### src/rtl/chunked_add_sequencer_pkg.sv
// Shared mini-cpu definitions: datapath width, sequencer state encoding and
// the debug view exported by the chunked adder.
package mini_cpu_pkg;

  localparam int XLEN = 32;

  typedef enum logic [1:0] {
    ST_IDLE = 2'd0,
    ST_RUN  = 2'd1,
    ST_DONE = 2'd2
  } state_t;

  typedef struct packed {
    logic   sub;
    state_t state;
  } dbg_t;

  // Counter width that stays legal when only one chunk cycle exists.
  function automatic int cnt_width(input int n);
    return (n > 1) ? $clog2(n) : 1;
  endfunction

endpackage

### src/rtl/ripple_carry_adder.sv
// Purely combinational ripple-carry adder, xlen bits wide, with carry in/out.
module ripple_carry_adder #(
  parameter int xlen = 8
) (
  input  logic [xlen-1:0] i_a,
  input  logic [xlen-1:0] i_b,
  input  logic            i_cin,
  output logic [xlen-1:0] o_sum,
  output logic            o_cout
);

  logic w_c;

  always_comb begin
    w_c   = i_cin;
    o_sum = '0;
    for (int i = 0; i < xlen; i++) begin
      o_sum[i] = i_a[i] ^ i_b[i] ^ w_c;
      w_c      = (i_a[i] & i_b[i]) | (w_c & (i_a[i] ^ i_b[i]));
    end
    o_cout = w_c;
  end

endmodule

### src/rtl/chunked_add_sequencer.sv
// Wide add/subtract built by time-sharing one CHUNK-bit ripple adder over
// WIDTH/CHUNK cycles, with valid/ready handshakes on operands and result.
module chunked_add_sequencer
  import mini_cpu_pkg::*;
#(
  parameter int WIDTH = XLEN,
  parameter int CHUNK = 8
) (
  input  logic             clk,
  input  logic             rst,
  input  logic             in_valid,
  output logic             in_ready,
  input  logic [WIDTH-1:0] a,
  input  logic [WIDTH-1:0] b,
  input  logic             sub,
  output logic             out_valid,
  input  logic             out_ready,
  output logic [WIDTH-1:0] sum,
  output logic             carry_out,
  output logic             overflow,
  output dbg_t             o_dbg
);

  localparam int NCHUNK = WIDTH / CHUNK;
  localparam int CNT_W  = cnt_width(NCHUNK);
  localparam logic [CNT_W-1:0] CNT_LAST = CNT_W'(NCHUNK - 1);

  // Handshake rule: a transfer happens on a rising edge where valid and ready
  // are both high; valid never depends on ready, and result outputs stay
  // frozen while out_valid is high and out_ready is low.

  state_t r_state;
  state_t w_next;

  logic [WIDTH-1:0] r_a_sh;
  logic [WIDTH-1:0] r_b_sh;
  logic [WIDTH-1:0] r_sum_sh;
  logic [CNT_W-1:0] r_cnt;
  logic             r_carry;
  logic             r_sub;
  logic             r_a_msb;
  logic             r_bx_msb;

  logic             w_accept;
  logic [CHUNK-1:0] w_add_sum;
  logic             w_add_cout;
  logic [WIDTH-1:0] w_a_next;
  logic [WIDTH-1:0] w_b_next;
  logic [WIDTH-1:0] w_sum_next;

  ripple_carry_adder #(
    .xlen (CHUNK)
  ) u_rca (
    .i_a    (r_a_sh[CHUNK-1:0]),
    .i_b    (r_b_sh[CHUNK-1:0]),
    .i_cin  (r_carry),
    .o_sum  (w_add_sum),
    .o_cout (w_add_cout)
  );

  // Concatenate before shifting so CHUNK == WIDTH needs no special case.
  assign w_a_next   = WIDTH'({{CHUNK{1'b0}}, r_a_sh} >> CHUNK);
  assign w_b_next   = WIDTH'({{CHUNK{1'b0}}, r_b_sh} >> CHUNK);
  assign w_sum_next = WIDTH'({w_add_sum, r_sum_sh} >> CHUNK);

  always_comb begin
    w_next    = r_state;
    in_ready  = 1'b0;
    out_valid = 1'b0;
    w_accept  = 1'b0;
    case (r_state)
      ST_IDLE: begin
        in_ready = 1'b1;
        if (in_valid) begin
          w_accept = 1'b1;
          w_next   = ST_RUN;
        end
      end
      ST_RUN: begin
        if (r_cnt == CNT_LAST) w_next = ST_DONE;
      end
      ST_DONE: begin
        out_valid = 1'b1;
        if (out_ready) w_next = ST_IDLE;
      end
      default: w_next = ST_IDLE;
    endcase
  end

  always_ff @(posedge clk or posedge rst) begin
    if (rst) begin
      r_state  <= ST_IDLE;
      r_a_sh   <= '0;
      r_b_sh   <= '0;
      r_sum_sh <= '0;
      r_cnt    <= '0;
      r_carry  <= 1'b0;
      r_sub    <= 1'b0;
      r_a_msb  <= 1'b0;
      r_bx_msb <= 1'b0;
    end else begin
      r_state <= w_next;
      if (w_accept) begin
        // Subtract is a + ~b + 1: invert b once here, seed the carry with 1.
        r_a_sh   <= a;
        r_b_sh   <= b ^ {WIDTH{sub}};
        r_carry  <= sub;
        r_cnt    <= '0;
        r_sub    <= sub;
        r_a_msb  <= a[WIDTH-1];
        r_bx_msb <= b[WIDTH-1] ^ sub;
      end else if (r_state == ST_RUN) begin
        r_a_sh   <= w_a_next;
        r_b_sh   <= w_b_next;
        r_sum_sh <= w_sum_next;
        r_carry  <= w_add_cout;
        r_cnt    <= r_cnt + CNT_W'(1);
      end
    end
  end

  always_comb begin
    sum       = '0;
    carry_out = 1'b0;
    overflow  = 1'b0;
    if (r_state == ST_DONE) begin
      sum       = r_sum_sh;
      carry_out = r_carry;
      overflow  = (r_a_msb == r_bx_msb) && (r_sum_sh[WIDTH-1] != r_a_msb);
    end
  end

  assign o_dbg.sub   = r_sub;
  assign o_dbg.state = r_state;

endmodule

### config.mk
export PLATFORM = sky130hd
export DESIGN_NAME = chunked_add_sequencer
export DESIGN_NICKNAME = d
export VERILOG_FILES = /design/src/rtl/chunked_add_sequencer_pkg.sv /design/src/rtl/ripple_carry_adder.sv /design/src/rtl/chunked_add_sequencer.sv
export SDC_FILE = /design/constraint.sdc
export NUM_CORES = 1
export LEC_CHECK = 0
export ABC_CLOCK_PERIOD_IN_PS = 3400
export BUFFER_PORTS_ARGS = -buffer_cell sky130_fd_sc_hd__buf_2
export CORE_ASPECT_RATIO = 0.8
export CORE_MARGIN = 10
export CORE_UTILIZATION = 50
export CTS_BUF_LIST = sky130_fd_sc_hd__clkbuf_8
export DETAILED_ROUTE_END_ITERATION = 6
export GPL_TIMING_DRIVEN = 1
export PLACE_DENSITY = 0.77
export SLEW_MARGIN = 20
export SYNTH_ARGS = -nofsm -noshare
export SYNTH_HDL_FRONTEND = slang
export SYNTH_SLANG_ARGS = --single-unit
export TNS_END_PERCENT = 30
### constraint.sdc
create_clock -name clk -period 3.4 [get_ports clk]
set_input_delay 0.68 -clock clk [delete_from_list [all_inputs] [get_ports clk]]
set_output_delay 0.68 -clock clk [all_outputs]
set_load 0.1 [all_outputs]
==> results of run 1 <==
stage by stage:
step	TNS [ps]	setup slack, ps
finish	-52.1	-37.7
CTS	-32.3	-31.1
global placement	-194	-108
global route	-280	-150
floorplan	-21.9	-21.9
detailed placement	-255	-149
metal layers:
metal  track usage  routed length (um)  vias up
met1         0.214                5410     1879
li1              -                   -     1945
met2         0.241                5130      107
met3        0.0547                 690        6
met5             0                   0        -
met4        0.0357                  76        0
state kept, by name (all words and copies together) (netlist names):
register / cells
r_a_sh: 32
r_b_sh: 32
r_sum_sh: 32
r_cnt: 2
r_state: 2
r_a_msb: 1
r_bx_msb: 1
r_carry: 1
r_sub: 1
cell families (layout without fill, tap and decap cells):
kind of cell / after synthesis / in the layout
AO/OA/AOI/OAI: 64 / 64
XOR/XNOR: 32 / 32
buffers and inverters: 48 / 140
adder cells (fa/ha/maj): 9 / 9
AND/OR/NAND/NOR: 299 / 299
flip-flops: 104 / 104
path summary, 6_finish.rpt:
check | end | start | cells past startpoint | slack [ps]
hold reg to reg | r_sum_sh[5]$_DFFE_PP0P_ | r_sum_sh[5]$_DFFE_PP0P_ | 2 | 480
min in group clk | r_sum_sh[5]$_DFFE_PP0P_ | r_sum_sh[5]$_DFFE_PP0P_ | 2 | 480
setup / recovery | r_sum_sh[31]$_DFFE_PP0P_ | r_a_sh[0]$_DFFE_PP0P_ | 12 | -40
setup reg to reg | r_sum_sh[31]$_DFFE_PP0P_ | r_a_sh[0]$_DFFE_PP0P_ | 12 | -40
hold / removal | r_sum_sh[9]$_DFFE_PP0P_ | rst | 2 | 390
max in group asynchronous | r_b_sh[9]$_DFFE_PP0P_ | rst | 3 | 2200
cell type report:
cell class	count	area, um^2
inverter	9	37.5
timing repair buffer	115	608
multi-input combinational	404	2160
fill	870	3930
clock buffer	9	124
tap	136	170
sequential	104	2600
clock inverter	7	55.1
cell usage after synthesis, drive strengths merged, types with 2 or more instances:
library cell  count
and2             33
a22oi            24
a31oi            24
nor2             27
xor2             25
fa                8
o21ai            12
inv               9
nand2b            2
dfrtp           104
nand2           217
nand3            16
xnor2             7
clkbuf           14
buf              25
where the power goes:
| group | internal [mW] | switching (mW) | total, mW |
|---|---|---|---|
| clock | 0.274 | 0.435 | 0.709 |
| sequential | 1.81 | 0.398 | 2.21 |
| combinational | 0.757 | 1.63 | 2.39 |
repair_timing:
action / 4_1_cts / 5_1_grt
endpoints found under the setup margin: 2 / 2
hold endpoints to repair: 0 / 0
gates resized for setup: 4 / 2
pin swaps: 2 / 0
==> impl_results.md, run 1 <==
* Post-synth cell types at 27
* Synthesized flop and latch total at between 100 and 150
* Area of the die at 14,400 um^2
* Worst path buffer plus inverter count at 3
* Pin count of the biggest net entering global routing at slightly above 80
* Via total after detailed routing at between 3,000 and 4,000
* Static Leak at ~3 nW
* Number of pins exceeding their max-slew limit in the final report at 0
* Synthesized-area fraction occupied by ao, oa, aoi and oai cells at 0.0853
* Type of the worst setup path: register to register
* Cell type with the largest total area after synthesis: sky130_fd_sc_hd__dfrtp_1
* Synth top area cells: sky130_fd_sc_hd__dfrtp_1, sky130_fd_sc_hd__nand2_1, sky130_fd_sc_hd__xor2_1
* Clock sink count at between 100 and 150
* Highest clock frequency the design can meet at 291 MHz
* Number of antenna violations at the first check in global routing at 0
* Post-route core utilization at 0.595
* Area grow syn2layout at 15.6%
* Final-stage net count at 721
* Startpoint kind of the worst setup timing path: register
* Share of synthesized area occupied by flip-flops and latches at 0.522
* Post-route insts no fill at ~800
* Slowest stage cell on the critical path: sky130_fd_sc_hd__dfrtp_1
* Worst endpoint data arrival time at 3720 ps
* Post-layout total power at roughly 5.3 mW
* Initial core utilization at 0.514
* Relative slew slack at 0.376
* Cell count after placement at ~770
* Post-CTS repair timing setup buffer count at 0
* Cell seen most often among critical-path stages: sky130_fd_sc_hd__fa_2
* Hold WC Path Type: input pin to asynchronous set/reset pin
* Overflow after GRT at 0
* Die boundary width at 132 um
* Clock tree root buffer cell: sky130_fd_sc_hd__clkbuf_8
* Worst stage delay on the critical path at around 420 ps
* CTS tree: built
* Core Area at 9690 um^2
* Vertical die dimension at 109 um
* Worst clock skew at roughly 12 ps
* Commonest non-fill, non-tap cells in the layout: sky130_fd_sc_hd__nand2_1, sky130_fd_sc_hd__buf_2, sky130_fd_sc_hd__dfrtp_1
* Layout cells sized above 1 at 0.225
* Per-cell routed wire length at between 10 and 15 um
* CP max FO at 2
* Peak ir drop on the vdd network at between 1.5 and 2 mV
* Hold Vio Cnt, Final at 0
* Required time reported for the critical path endpoint at between 3000 and 4000 ps
* Prevailing post-synth register cell: sky130_fd_sc_hd__dfrtp_1
* Cell Area, Placed at around 5600 um^2
* Antenna diodes at 0
* H-tree lvl count at 3
* Measured slew at the worst slew-check pin at around 940 ps
* CTS hold repair buffers at 0
* PD cells at roughly 920 nW/um^2
* Iteration count of the initial detailed-routing pass at 4
* Xor/xnor cell area share of the yosys netlist at 0.0562
* Total wire length at between 10 and 15 mm
* Worst Setup Slack, final at -37.7 ps
* Average instance area after synthesis at 8.97 um^2
* Hold WS at about 400 ps
* Violated checks: negative setup slack
* Clk pin slew, worst setup/hold paths at between 100 and 150 ps
* Share of synthesized cell area in and, or, nand and nor gates at 0.251
* Count of flip-flops with a built-in enable after synthesis at 0
* Critical path capture point type: register
* Async set-or-reset flop fraction in the synthesized netlist at 1.00
* Routed via count divided by cell count at 5.02
* Commonest non-fill, non-tap cell in the layout: sky130_fd_sc_hd__nand2_1
* Synth warnings at 0
* Number of global-route vias before repair at approximately 3,900
* Crit-path cells: fa_2, inv_2, fa_2, inv_2, fa_2, fa_2, fa_2, fa_2, fa_2, inv_2, fa_1, o21ai_1
* CTS Buf Count at 9
* Dominant combinational cell family by area after synthesis: simple AND/OR/NAND/NOR gates
* Cell family with the largest share of critical-path delay: adder cells
* Row Count at 32
* Outcome: finished, violations left
* Cell area after synthesis at 4980 um^2
* Fraction of the cycle the final worst path needs at 1.01
* Fraction of post-synthesis cell area in the top cell type by area at 0.522
* Number of routed nets with antenna violations at 0
* Placed wire-length estimate after detailed placement at roughly 8 mm
* Number of DRC violations after detailed-routing iteration 0 at about 360
* Fraction of the mapped netlist area in adder cells at 0.0346
* Count of port buffers added during placement at 107
* Final GP Congestion at just under 0.8
* Period minus WS final at approximately 3400 ps
* Unrepaired setup endpoints after global routing: yes
* Final instance area at 5760 um^2
* Clk Latency, worst-skew pair at between 300 and 400 ps
* Instance count of the mapped netlist at approximately 560
* Proportion of synthesized area in mux cells at 0
* GRT Total Usage at 0.158
* Setup-violating endpoint count in the final report at 2
* Buffer depth of the longest clock path at 2
* Wire length of the first global-routing pass at 18.9 mm
* Count of pins on the block boundary at between 100 and 150
* Max cap viols at 0
* Post-detailed-route DRC marker count at 0
* Nets in the synthesized netlist at 634
(Power assumes the default switching activity.)
==> run 2: changes to the inputs <==
--- a/config.mk
+++ b/config.mk
@@ -7,13 +7,12 @@
 export LEC_CHECK = 0
 export ABC_CLOCK_PERIOD_IN_PS = 3400
 export BUFFER_PORTS_ARGS = -buffer_cell sky130_fd_sc_hd__buf_2
-export CORE_ASPECT_RATIO = 0.8
+export CORE_ASPECT_RATIO = 2
 export CORE_MARGIN = 10
-export CORE_UTILIZATION = 50
+export CORE_UTILIZATION = 40
 export CTS_BUF_LIST = sky130_fd_sc_hd__clkbuf_8
 export DETAILED_ROUTE_END_ITERATION = 6
 export GPL_TIMING_DRIVEN = 1
-export PLACE_DENSITY = 0.77
 export SLEW_MARGIN = 20
 export SYNTH_ARGS = -nofsm -noshare
 export SYNTH_HDL_FRONTEND = slang
==> run 2 against run 1 <==
Net effect: the run still ends with negative setup slack left; cell area rose by 1.1%; register-to-register slack got worse by 70 ps; sequential cell count did not move; combinational power rose by 2%; largest cell class unchanged; clock skew fell by 1.1 ps; power rose by 1.9%; core utilization fell by 12 points; sequential share of layout area fell by 0.49 points; clock power rose by 11%; critical path depth did not move; critical endpoint unchanged.
==> impl_results.md, run 2 (synthesis results as in run 1) <==
* Pin count of the biggest net entering global routing at 59 (-27%)
* Number of routed nets with antenna violations at 0 (unchanged)
* Final GP Congestion at 0.763 (-2.3%)
* Worst clock skew at 10.8 ps (-1.13 ps)
* Hold WS at 441 ps (+45.9 ps)
* Vertical die dimension at 178 um (+63%)
* Area of the die at 17,600 um^2 (+22%)
* Number of global-route vias before repair at 4,054 (+3.2%)
* Routed via count divided by cell count at 4.92 (-2.0%)
* Clock tree root buffer cell: sky130_fd_sc_hd__clkbuf_8
* Clk Latency, worst-skew pair at 370 ps (about the same)
* Fraction of the cycle the final worst path needs at 1.03 (+0.0192)
* Die boundary width at 98.9 um (-25%)
* Static Leak at 3.04 nW (+0.43%)
* Relative slew slack at 0.350 (-0.0264)
* Worst reg2reg setup slack at -100 ps (-70 ps)
* Iteration count of the initial detailed-routing pass at 4 (unchanged)
* Post-layout total power at 5.41 mW (+1.9%)
* CTS Buf Count at 9 (unchanged)
* Violated checks: negative setup slack
* Worst endpoint data arrival time at 3780 ps (+60 ps)
* Worst Setup Slack, final at -103 ps (-65.1 ps)
* Max cap viols at 0 (unchanged)
* Via total after detailed routing at 3,927 (-0.25%)
* Setup-violating endpoint count in the final report at 2 (unchanged)
* Number of antenna violations at the first check in global routing at 0 (unchanged)
* Wire length of the first global-routing pass at 19.4 mm (+2.7%)
* Commonest non-fill, non-tap cell in the layout: sky130_fd_sc_hd__nand2_1
* Number of pins exceeding their max-slew limit in the final report at 0 (unchanged)
* CTS tree: built
* Total wire length at 11.7 mm (+3.8%)
* Number of DRC violations after detailed-routing iteration 0 at 229 (-36%)
* Initial core utilization at 0.409 (-0.106)
* Startpoint kind of the worst setup timing path: register
* Highest metal layer used by the detailed router: met4
* Layout cells sized above 1 at 0.230 (+0.00511)
* CP max FO at 2 (unchanged)
* CTS hold repair buffers at 0 (unchanged)
* Core Area at 12,200 um^2 (+26%)
* Hold Vio Cnt, Final at 0 (unchanged)
* H-tree lvl count at 3 (unchanged)
* Largest registers: r_a_sh x32, r_b_sh x32, r_sum_sh x32
* Placed wire-length estimate after detailed placement at 8.47 mm (+7.4%)
* Hold WC Path Type: input pin to asynchronous set/reset pin
* Outcome: finished, violations left
* Highest clock frequency the design can meet at 285 MHz (-1.9%)
* Antenna diodes at 0 (unchanged)
* Post-CTS repair timing setup buffer count at 0 (unchanged)
* Type of the worst setup path: register to register
* Unrepaired setup endpoints after global routing: yes
* Clk pin slew, worst setup/hold paths at 100 ps (about the same)
* Peak ir drop on the vdd network at 1.36 mV (-11%)
* Critical path capture point type: register
* Commonest non-fill, non-tap cells in the layout: sky130_fd_sc_hd__nand2_1, sky130_fd_sc_hd__buf_2, sky130_fd_sc_hd__dfrtp_1
* Overflow after GRT at 0 (unchanged)
* GRT Total Usage at 0.135 (-0.0234)
* Per-cell routed wire length at 14.7 um (+2.0%)
* Post-route core utilization at 0.478 (-0.117)
* Detailed-routed wire length on met3 at 556 um (-19%)
* Buffer depth of the longest clock path at 2 (unchanged)
* Period minus WS final at 3500 ps (+65.1 ps)
* Post-detailed-route DRC marker count at 0 (unchanged)
* Clock sink count at 104 (unchanged)
* PD cells at 929 nW/um^2 (+0.81%)
* Final-stage net count at 724 (+0.42%)
* Area grow syn2layout at 16.9%
* Measured slew at the worst slew-check pin at 976 ps (+39.6 ps)
* Final-layout fill cell count at 1,210 (+39%)
* Count of port buffers added during placement at 107 (unchanged)
* Routed length on met2 at 6.13 mm (+20%)
* Row Count at 57 (+78%)
* Met1 wire length at 4.83 mm (-11%)
* Required time reported for the critical path endpoint at 3680 ps (about the same)
* Count of pins on the block boundary at 108 (unchanged)
## run 2: cell types whose count changed in the layout (fill, tap and decap cells not counted)
cell,previous run,this run
sky130_fd_sc_hd__clkbuf_8,9,10
sky130_fd_sc_hd__inv_1,6,5
sky130_fd_sc_hd__inv_6,3,0
sky130_fd_sc_hd__clkinv_4,2,1
sky130_fd_sc_hd__buf_4,7,10
sky130_fd_sc_hd__bufinv_16,0,1
sky130_fd_sc_hd__clkinvlp_4,2,5
## run 2: stage by stage
stage               setup TNS, ps  area (um^2)  worst slack (ps)  cells
floorplan                   -21.9         5000             -21.9    556
global placement             -223         5610              -117    782
detailed placement           -316         5610              -173    782
CTS                          -349         5820              -191    798
global route                 -384         5830              -205    798
finish                       -175         5830              -103    798
## run 2: area by class of cell
type | instances | area, um^2 | share of cell area
flip-flops and latches | 104 | 2600 | 0.447
clock inverters | 6 | 68.8 | 0.0118
repair buffers | 118 | 631 | 0.108
inverters | 9 | 37.5 | 0.00644
well taps | 147 | 184 | 0.0316
clock buffers | 10 | 138 | 0.0236
multi-input cells | 404 | 2160 | 0.372
## run 2: per-layer routing
metal / global-route usage / vias to the layer above
li1: - / 1955
met3: 0.0269 / 15
met2: 0.236 / 94
met5: 0 / -
met4: 0.0588 / 0
met1: 0.153 / 1863
## run 2: final timing paths
path                                          from                       end  cells after the start
min reg2reg                r_sum_sh[0]$_DFFE_PP0P_   r_sum_sh[0]$_DFFE_PP0P_                      2
max                            r_carry$_DFFE_PP0P_  r_sum_sh[31]$_DFFE_PP0P_                     12
max in group asynchronous                      rst     r_b_sh[4]$_DFFE_PP0P_                      3
min                                            rst    r_a_sh[12]$_DFFE_PP0P_                      2
min in group clk           r_sum_sh[0]$_DFFE_PP0P_   r_sum_sh[0]$_DFFE_PP0P_                      2
max reg2reg                    r_carry$_DFFE_PP0P_  r_sum_sh[31]$_DFFE_PP0P_                     12
## run 2: power breakdown
part	internal [mW]	total [mW]	switching, mW
sequential	1.81	2.19	0.376
clock	0.361	0.787	0.426
combinational	0.784	2.44	1.65
total	2.96	5.41	2.46
## run 2: critical path, cell delays in order, from the launching register on
cell and delay (ps):
sky130_fd_sc_hd__dfrtp_1 410, sky130_fd_sc_hd__fa_2 390, sky130_fd_sc_hd__inv_2 60, sky130_fd_sc_hd__fa_2 190
sky130_fd_sc_hd__inv_2 40, sky130_fd_sc_hd__fa_2 330, sky130_fd_sc_hd__fa_2 350, sky130_fd_sc_hd__fa_2 370
sky130_fd_sc_hd__fa_2 340, sky130_fd_sc_hd__fa_2 340, sky130_fd_sc_hd__inv_2 60, sky130_fd_sc_hd__fa_1 400
sky130_fd_sc_hd__o21ai_1 140
## run 2: repair_timing
action / CTS / global route
setup endpoints to repair: 2 / 2
gates resized for setup: 0 / 6
pin swaps: 1 / 3
==> run 3: changes to the inputs <==
--- a/config.mk
+++ b/config.mk
@@ -7,7 +7,7 @@
 export LEC_CHECK = 0
 export ABC_CLOCK_PERIOD_IN_PS = 3400
 export BUFFER_PORTS_ARGS = -buffer_cell sky130_fd_sc_hd__buf_2
-export CORE_ASPECT_RATIO = 2
+export CORE_ASPECT_RATIO = 0.8
 export CORE_MARGIN = 10
 export CORE_UTILIZATION = 40
 export CTS_BUF_LIST = sky130_fd_sc_hd__clkbuf_8
==> constraint.sdc (replaced) <==
create_clock -name clk -period 3.4 [get_ports clk]
set_input_delay 0.34 -clock clk [delete_from_list [all_inputs] [get_ports clk]]
set_output_delay 0.34 -clock clk [all_outputs]
set_load 0.1 [all_outputs]
==> run 3 against run 2 <==
Net effect: the flow still finishes with violations (negative setup slack); clock skew is essentially flat; worst hold slack worse by 280 ps; power fell by 1.0%; combinational power is essentially flat; first-iteration DRC count is 8.7% higher; global-route usage grew 0.61 points; largest cell class unchanged; largest power group unchanged; highest routed layer unchanged.
==> impl_results.md, run 3 (synthesis results as in run 1) <==
* Per-cell routed wire length at 14.6 um (-0.93%)
* Static Leak at 3.03 nW (-0.43%)
* Total wire length at 11.9 mm (+1.3%)
* Hold Path Cell Cnt at 3
* Hold WS at 156 ps (-284 ps)
* Initial core utilization at 0.408 (about the same)
* GRT Total Usage at 0.141 (+0.00612)
* Detailed-routed wire length on met3 at 990 um (+78%)
* Number of antenna violations at the first check in global routing at 0 (unchanged)
* Commonest non-fill, non-tap cell in the layout: sky130_fd_sc_hd__nand2_1
* Post-route core utilization at 0.475 (-0.00290)
* CTS hold repair buffers at 0 (unchanged)
* Routed via count divided by cell count at 4.76 (-3.3%)
* Pin count of the biggest net entering global routing at 77 (+31%)
* Number of DRC violations after detailed-routing iteration 0 at 249 (+8.7%)
* Outcome: finished, violations left
* Iteration count of the initial detailed-routing pass at 5 (+1)
* Vertical die dimension at 120 um (-33%)
* Routed length on met2 at 5.07 mm (-17%)
* CTS tree: built
* Critical path capture point: r_sum_sh[31]$_DFFE_PP0P_
* Area of the die at 17,400 um^2 (-1.4%)
* Met1 wire length at 5.72 mm (+19%)
* Post-detailed-route DRC marker count at 0 (unchanged)
* Relative slew slack at 0.369 (+0.0195)
* Fraction of the cycle the final worst path needs at 1.04 (+0.0125)
* Measured slew at the worst slew-check pin at 946 ps (-29.3 ps)
* Clock sink count at 104 (unchanged)
* Core Area at 12,200 um^2 (about the same)
* Worst reg2reg setup slack at -150 ps (-40 ps)
* Critical path capture point type: register
* Highest clock frequency the design can meet at 282 MHz (-1.2%)
* Area grow syn2layout at 16.3%
* H-tree lvl count at 3 (unchanged)
* Highest metal layer used by the detailed router: met4
* Clk Latency, worst-skew pair at 370 ps (about the same)
* Final GP Congestion at 0.778 (+2.0%)
* Largest registers: r_a_sh x32, r_b_sh x32, r_sum_sh x32
* Row Count at 36 (-37%)
* Final-stage net count at 720 (-0.55%)
* Post-layout total power at 5.36 mW (-1.0%)
* Clk pin slew, worst setup/hold paths at 90 ps (about the same)
* Number of pins exceeding their max-slew limit in the final report at 0 (unchanged)
* Peak ir drop on the vdd network at 1.04 mV (-24%)
* R2R Path Start: r_a_sh[0]$_DFFE_PP0P_
* Overflow after GRT at 0 (unchanged)
* Wire length of the first global-routing pass at 20.0 mm (+3.1%)
* Hold Path Origin: a[25]
* Placed wire-length estimate after detailed placement at 8.37 mm (-1.2%)
* Count of port buffers added during placement at 107 (unchanged)
* Required time reported for the critical path endpoint at 3680 ps (about the same)
* Setup TNS at -266 ps (-91.3 ps)
* Worst clock skew at 10.6 ps (-0.202 ps)
* Startpoint kind of the worst setup timing path: register
* Worst Setup Slack, final at -146 ps (-42.7 ps)
* Unrepaired setup endpoints after global routing: yes
* Violated checks: negative setup slack
* Max cap viols at 0 (unchanged)
* CP max FO at 2 (unchanged)
* Period minus WS final at 3550 ps (+42.7 ps)
* Buffer depth of the longest clock path at 2 (unchanged)
* Depth of the worst register-to-register path at 12 (unchanged)
* Hold WC Path Type: input pin to register
* Count of pins on the block boundary at 108 (unchanged)
* Worst endpoint data arrival time at 3830 ps (+50 ps)
* Hold Vio Cnt, Final at 0 (unchanged)
* Setup crit start: r_a_sh[0]$_DFFE_PP0P_
* Type of the worst setup path: register to register
* Seq. cell area at 2600 um^2 (unchanged)
* Commonest non-fill, non-tap cells in the layout: sky130_fd_sc_hd__nand2_1, sky130_fd_sc_hd__buf_2, sky130_fd_sc_hd__dfrtp_1
* CTS Buf Count at 9 (unchanged)
* Layout cells sized above 1 at 0.219 (-0.0118)
* Post-CTS repair timing setup buffer count at 0 (unchanged)
* Antenna diodes at 0 (unchanged)
* Footprint of the multi-input gates at 2170 um^2 (+0.12%)
* Number of global-route vias before repair at 4,016 (-0.94%)
* PD cells at 924 nW/um^2 (-0.49%)
* Final-layout fill cell count at 1,224 (+1.2%)
* Setup-violating endpoint count in the final report at 2 (unchanged)
* Via total after detailed routing at 3,885 (-1.1%)
* Number of routed nets with antenna violations at 0 (unchanged)
* Clock tree root buffer cell: sky130_fd_sc_hd__clkbuf_8
* FF-to-FF End: r_sum_sh[31]$_DFFE_PP0P_
* Die boundary width at 145 um (+46%)
## run 3: cell count changes in the layout (fill, tap and decap cells not counted), sizes merged
cell / change
buf: -4
clkinvlp: -4
inv: +2
clkbuf: -1
clkinv: +1
## run 3: metrics by stage
| stage | cells | worst slack, ps | cell area [um^2] |
|---|---|---|---|
| 3_5_place_dp | 802 | -325 | 5600 |
| 4_1_cts | 816 | -162 | 5790 |
| 3_3_place_gp | 802 | -215 | 5600 |
| 5_1_grt | 816 | -272 | 5800 |
| 2_1_floorplan | 556 | -99.5 | 4990 |
| 6_report | 816 | -146 | 5800 |
## run 3: report_power, final
part           internal, mW  switching [mW]
Sequential             1.81           0.387
Combinational         0.769            1.66
Clock                 0.327           0.401
Total                  2.91            2.45
## run 3: timing repair
action	4_1_cts	5_1_grt
gates cloned	0	0
endpoints found under the setup margin	2	2
resized for setup	7	0
pin swaps	3	0
hold endpoints to repair	0	0
## run 3: routing by layer
| metal | track usage | vias to the layer above |
|---|---|---|
| met5 | 0 | - |
| met4 | 0.0322 | 0 |
| met3 | 0.0493 | 9 |
| met2 | 0.202 | 98 |
| met1 | 0.198 | 1841 |
| li1 | - | 1937 |
## run 3: final cells by class
class                      instances  area share
clock buffer                       9      0.0214
clock inverter                     5     0.00885
inverter                           9     0.00626
multi-input combinational        404       0.374
sequential                       104       0.449
tap                              171      0.0369
timing repair buffer             114       0.104
## run 3: how the worst min path moves through the flow
stage,to,slack [ps]
after global placement,r_sum_sh[5]$_DFFE_PP0P_,450
after floorplan,r_sum_sh[0]$_DFFE_PP0P_,440
after global routing,r_a_sh[25]$_DFFE_PP0P_,140
final,r_a_sh[25]$_DFFE_PP0P_,160
after detailed placement,r_sum_sh[2]$_DFFE_PP0P_,460
after CTS,r_state[1]$_DFFE_PP0P_,140
## run 3: critical path, stage by stage, from the launching register on
cell and delay, ps:
sky130_fd_sc_hd__dfrtp_1 410, sky130_fd_sc_hd__fa_2 390, sky130_fd_sc_hd__inv_2 70, sky130_fd_sc_hd__fa_1 160, sky130_fd_sc_hd__inv_1 50, sky130_fd_sc_hd__fa_2 340, sky130_fd_sc_hd__fa_2 400, sky130_fd_sc_hd__fa_2 340
sky130_fd_sc_hd__fa_2 340, sky130_fd_sc_hd__fa_2 340, sky130_fd_sc_hd__inv_2 70, sky130_fd_sc_hd__fa_1 410, sky130_fd_sc_hd__o21ai_1 130
